`config.mk`:
```
export PLATFORM = sky130hd
export DESIGN_NAME = usb_tx_timing_ctrl
export DESIGN_NICKNAME = d
export VERILOG_FILES = /design/src/rtl/usb_tx_pkg.sv /design/src/rtl/tx_bit_timer.sv /design/src/rtl/usb_tx_timing_ctrl.sv
export SDC_FILE = /design/constraint.sdc
export NUM_CORES = 1
export LEC_CHECK = 0
export ABC_CLOCK_PERIOD_IN_PS = 1900
export BUFFER_PORTS_ARGS = -buffer_cell sky130_fd_sc_hd__buf_2
export CAP_MARGIN = 25
export CORE_MARGIN = 3
export CORE_UTILIZATION = 45
export DETAILED_ROUTE_END_ITERATION = 8
export GPL_TIMING_DRIVEN = 0
export PLACE_DENSITY_LB_ADDON = 0.2
export SYNTH_ARGS = -nofsm -noshare
export SYNTH_HDL_FRONTEND = slang
export SYNTH_HIERARCHICAL = 1
export SYNTH_SLANG_ARGS = --single-unit
```
`constraint.sdc`:
```
create_clock -name clk -period 1.9 [get_ports clk]
set_clock_uncertainty 0.15 [all_clocks]
set_input_delay 0.38 -clock clk [delete_from_list [all_inputs] [get_ports clk]]
set_output_delay 0.38 -clock clk [all_outputs]
set_load 0.05 [all_outputs]
```
`src/rtl/usb_tx_pkg.sv`:
```
// Shared state encoding and USB framing constants for the full-speed TX timing controller.
package usb_tx_pkg;

  typedef enum logic [1:0] {
    ST_IDLE,
    ST_SYNC,
    ST_DATA,
    ST_EOP
  } tx_state_e;

  localparam int SYNC_BITS    = 8;
  localparam int EOP_SE0_BITS = 2;
  localparam int EOP_BITS     = 3;

endpackage

```
`src/rtl/tx_bit_timer.sv`:
```
// Bit-period timer: counts system clocks within one USB bit and strobes on the last one.
module tx_bit_timer #(
  parameter int CLKS_PER_BIT = 8
) (
  input  logic clk,
  input  logic n_rst,
  input  logic clr,
  input  logic en,
  output logic bit_strobe
);

  localparam int CW = (CLKS_PER_BIT > 1) ? $clog2(CLKS_PER_BIT) : 1;
  localparam logic [CW-1:0] CNT_LAST = CW'(CLKS_PER_BIT - 1);

  logic [CW-1:0] cnt;

  always_ff @(posedge clk) begin
    if (!n_rst || clr) begin
      cnt <= '0;
    end else if (en) begin
      cnt <= (cnt == CNT_LAST) ? '0 : cnt + 1'b1;
    end
  end

  assign bit_strobe = en && (cnt == CNT_LAST);

endmodule

```
`src/rtl/usb_tx_timing_ctrl.sv`:
```
// USB full-speed transmit sequencer: SYNC, byte loading with bit-stuff slots, EOP, abort and
// underrun detection, all timed from a shared bit-period strobe.
module usb_tx_timing_ctrl
  import usb_tx_pkg::*;
#(
  parameter int CLKS_PER_BIT  = 8,
  parameter int BITS_PER_BYTE = 8
) (
  input  logic clk,
  input  logic n_rst,
  input  logic start,
  input  logic byte_valid,
  input  logic last_byte,
  input  logic stuff_req,
  input  logic abort,
  output logic bit_strobe,
  output logic load_byte,
  output logic stuff_slot,
  output logic sync_active,
  output logic eop_se0,
  output logic eop_j,
  output logic busy,
  output logic done,
  output logic underrun_err
);

  localparam int BCW = (BITS_PER_BYTE > 1) ? $clog2(BITS_PER_BYTE) : 1;
  localparam logic [BCW-1:0] BYTE_LAST = BCW'(BITS_PER_BYTE - 1);
  localparam logic [BCW-1:0] SYNC_LAST = BCW'(SYNC_BITS - 1);
  localparam logic [BCW-1:0] SE0_END   = BCW'(EOP_SE0_BITS);
  localparam logic [BCW-1:0] EOP_LAST  = BCW'(EOP_BITS - 1);

  tx_state_e      state;
  tx_state_e      state_nxt;
  logic [BCW-1:0] bit_cnt;
  logic [BCW-1:0] bit_last;
  logic           stuff_q;
  logic           pend_q;
  logic           last_q;
  logic           uerr_q;
  logic           strobe;
  logic           idle;
  logic           active;
  logic           at_last;
  logic           boundary;
  logic           take_byte;
  logic           eop_end;

  assign idle     = (state == ST_IDLE);
  assign active   = (state == ST_SYNC) || (state == ST_DATA);
  assign bit_last = (state == ST_SYNC) ? SYNC_LAST : BYTE_LAST;
  assign at_last  = (bit_cnt == bit_last);
  // A stuff request on the final bit pushes the byte boundary to the end of the stuff slot.
  assign boundary  = strobe && active && (stuff_q ? pend_q : (at_last && !stuff_req));
  assign take_byte = boundary && !abort && ((state == ST_SYNC) || !last_q);
  assign eop_end   = strobe && (state == ST_EOP) && (bit_cnt == EOP_LAST);

  tx_bit_timer #(
    .CLKS_PER_BIT(CLKS_PER_BIT)
  ) u_bit_timer (
    .clk       (clk),
    .n_rst     (n_rst),
    .clr       (idle),
    .en        (!idle),
    .bit_strobe(strobe)
  );

  always_ff @(posedge clk) begin
    if (!n_rst) begin
      state <= ST_IDLE;
    end else begin
      state <= state_nxt;
    end
  end

  always_comb begin
    state_nxt = state;
    case (state)
      ST_IDLE: begin
        if (start) state_nxt = ST_SYNC;
      end
      ST_SYNC, ST_DATA: begin
        if (abort) begin
          state_nxt = ST_IDLE;
        end else if (boundary) begin
          if ((state == ST_DATA) && last_q) state_nxt = ST_EOP;
          else if (byte_valid)              state_nxt = ST_DATA;
          else                              state_nxt = ST_IDLE;
        end
      end
      ST_EOP: begin
        if (abort || eop_end) state_nxt = ST_IDLE;
      end
      default: state_nxt = ST_IDLE;
    endcase
  end

  always_ff @(posedge clk) begin
    if (!n_rst) begin
      bit_cnt <= '0;
      stuff_q <= 1'b0;
      pend_q  <= 1'b0;
      last_q  <= 1'b0;
      uerr_q  <= 1'b0;
    end else if (idle || abort) begin
      bit_cnt <= '0;
      stuff_q <= 1'b0;
      pend_q  <= 1'b0;
      last_q  <= 1'b0;
      if (idle && start) uerr_q <= 1'b0;
    end else begin
      if (strobe) begin
        if (stuff_q) begin
          stuff_q <= 1'b0;
          pend_q  <= 1'b0;
        end else begin
          bit_cnt <= at_last ? '0 : bit_cnt + 1'b1;
          if (active && stuff_req) begin
            stuff_q <= 1'b1;
            pend_q  <= at_last;
          end
        end
      end
      if (take_byte && byte_valid)  last_q <= last_byte;
      if (take_byte && !byte_valid) uerr_q <= 1'b1;
    end
  end

  always_comb begin
    busy         = !idle;
    sync_active  = (state == ST_SYNC);
    stuff_slot   = stuff_q && active;
    eop_se0      = (state == ST_EOP) && (bit_cnt < SE0_END);
    eop_j        = (state == ST_EOP) && !(bit_cnt < SE0_END);
    bit_strobe   = strobe;
    load_byte    = take_byte && byte_valid;
    done         = eop_end && !abort;
    underrun_err = uerr_q;
  end

endmodule

```
==> impl_metrics.csv <==
group,metric,value,unit
setup_path,cp_max_fo,2,
cells_and_area,instances_no_fill,138,
yosys,synth_top_area_cell,"dfxtp_1",
cells_and_area,drive_gt1_share,51.6,%
timing,fin_crit,2.37,ns
setup_path,cpPeakStageDelay,0.40,ns
power_and_ir_drop,p_leak,0.000489,µW
drt,drt_first_pass_iters,4,
grt,grt_antenna_before_repair,0,
placed_design,dp_hpwl,1.19,mm
timing,rsz0062_at_grt,"true",
grt,grt_pass1_wl,3.11,mm
timing,maxSlewHeadroom,79.9,%
drt,wire_per_inst,14.2,µm
yosys,synthTopCellsByCount,"dfxtp_1, nor2_1, ha_1, nand2_1, mux2i_1",
die,initial_utilization,49.4,%
timing,setup_violations,4,
yosys,synth-async-reset-ratio,0,%
yosys,ys.flop_type,"dfxtp_1",
yosys,yosysSeqAreaShare,31.2,%
drt,drt-initial-drc-count,11,
yosys,netlist_area,769,µm²
timing,fin_crit_sh,125,%
yosys,synthDistinctLibCells,27,
die,num_rows,14,
setup_path,worst_ep_arrival_time,1.84,ns
clocking,cts-root-buf,"clkbuf_4",
power_and_ir_drop,ir_worst_vdd,0.636,mV
yosys,synth.most_common_cell,"dfxtp_1",
yosys,syn_avg_cell_area,8.65,µm²
setup_path,cp.required,1.37,ns
drt,detail-route-antenna-nets,0,
placed_design,place_ws,-0.424,ns
yosys,synth_edf_count,0,
yosys,synth_cells,89,
placed_design,place_congestion,0.784,
power_and_ir_drop,powerDensity,741,mW/mm²
die,fp.dieArea,0.00224,mm²
setup_path,crit_type,"reg -> out",
die,core_area,0.00156,mm²
yosys,synth_top_area_share,31.2,%
run_status,run_status,"finished with violations",
timing,worstMarginPinSlew,0.302,ns
setup_path,crit_path_end_kind,"output pin",
clocking,cts_num_sinks,12,
clocking,cts_tree,"built",
cells_and_area,syn_to_final_growth,54.3,%
timing,hold_viol_final,0,
die,die_y,47.4,µm
power_and_ir_drop,fin_total_pwr,880,µW
grt,grt_overflow,0,
timing,worst_slack,-0.470,ns
clocking,worstSkewPairLatency,0.27,ns
setup_path,crit_top_cell,"ha_4",
timing,fmax,422,MHz
placed_design,dp.cells,120,
setup_path,path_cells,"ha_4 > ha_4 > or3b_4 > a2111oi_4 > buf_6",
grt,grt_pass1_vias,746,
timing,slew_violations,0,
run_status,violations,"negative setup slack",
clocking,h-tree-depth,1,
drt,vias_per_cell,5.41,
drt,drc,0,
flow_run,max_cap_viol_count,0,
clocking,clkSlewWorstSetupHoldPaths,0.08,ns
drt,wirelength,1.97,mm
yosys,ys_ff_latch,12,
yosys,syn-num-nets,105,
grt,grt_max_degree,9,
clocking,clock_path_buffers,2,
yosys,yosys-top-cells-area,"dfxtp_1, ha_1, mux2i_1",
cells_and_area,num-nets-final,140,
setup_path,crit_path_top_delay_cell,"or3b_4",
grt,grtUsageTotal,19.4,%
clocking,numCtsBuffers,3,
cells_and_area,antenna_cells,0,
drt,num_vias,747,
clocking,ctsHoldBuffers,0,
die,dieWidth,47.4,µm
setup_path,worstSetupStartpointType,"flop",
die,io_pins,16,
yosys,synth_warnings,6,
hold_path,min_path_type,"in -> reg",
placed_design,port_buffers,15,
## layout by cell type, fill, tap and decap left out, types with 2 or more instances in the layout
| cell type | count |
|---|---|
| a2111oi_4 | 2 |
| a21oi_1 | 3 |
| a21oi_2 | 2 |
| buf_2 | 8 |
| buf_4 | 14 |
| buf_6 | 6 |
| clkbuf_4 | 5 |
| dfxtp_1 | 5 |
| dfxtp_2 | 7 |
| ha_1 | 2 |
| ha_2 | 2 |
| ha_4 | 5 |
| inv_1 | 2 |
| inv_2 | 2 |
| mux2i_1 | 7 |
| nand2_1 | 7 |
| nand2_4 | 2 |
| nand2b_1 | 5 |
| nand3_1 | 3 |
| nor2_1 | 9 |
| nor2_2 | 2 |
| nor2b_1 | 3 |
| o21a_1 | 2 |
| o21ai_0 | 2 |
| o22ai_1 | 2 |
## report_power, final
part           switching (µW)  total (µW)  internal (µW)  leakage, µW
Combinational             234         434            200     0.000375
Sequential               13.9         282            269     0.000100
Clock                    89.7         163           73.4    0.0000138
## kinds of logic (layout without fill, tap and decap cells)
logic type               after synthesis  in the layout  synth area share [%]
adder cells (fa/ha/maj)                9              9                  14.6
AO/OA/AOI/OAI                         14             14                  14.3
buffers and inverters                  6             39                  2.93
AND/OR/NAND/NOR                       41             41                  27.8
multiplexers                           7              7                  9.11
flip-flops                            12             12                  31.2
## sequential cells by signal, summed over array words and instances, names as in the netlist
register         flops
u_bit_timer/cnt      3
stuff_q              1
bit_cnt              3
state                2
last_q               1
pend_q               1
underrun_err         1
## final cells by class
class                           instances  area (µm²)
Sequential cell                        12         249
Fill cell                             108         372
Timing Repair Buffer                   30         235
Multi-Input combinational cell         71         631
Buffer                                  1        7.51
Inverter                                5        22.5
Tap cell                               16        20.0
Clock buffer                            3        22.5
## layer usage
metal  vias to the layer above  part of all wire [%]  track usage, %
met1                       347                    45            24.8
met3                         6                   4.0            3.07
met5                         -                     0               0
li1                        374                     -               -
met4                         0                   1.4            7.73
met2                        20                    50            32.4
## metrics by stage
step	setup TNS [ns]	util (%)	instance area (µm²)	hold WS, ns
detailed placement	-0.630	58.5	912	0.335
global placement	-0.580	58.5	912	0.318
global route	-1.04	76.2	1190	0.254
floorplan	-1.53	-	817	0.304
CTS	-0.824	73.0	1140	0.199
finish	-0.703	76.2	1190	0.209
## timing repair
item,CTS,global route
gates resized for setup,26,12
setup endpoints to repair,6,8
pin swaps,4,6
setup buffers,13,3
## final timing paths
kind | cells past startpoint | to | from | slack (ns)
setup / recovery | 5 | load_byte | bit_cnt[1] | -0.47
hold / removal | 3 | last_q | last_byte | 0.21
setup reg to reg | 7 | last_q | bit_cnt[1] | -0.12
hold reg to reg | 2 | pend_q | pend_q | 0.34
## critical path: cells and delay by family (launching register included)
family                   cells  cell delay, ns
AO/OA/AOI/OAI                1            0.34
adder cells (fa/ha/maj)      2            0.26
buffers and inverters        1            0.21
flip-flops                   1            0.36
AND/OR/NAND/NOR              1            0.40
(Power assumes the default switching activity.)
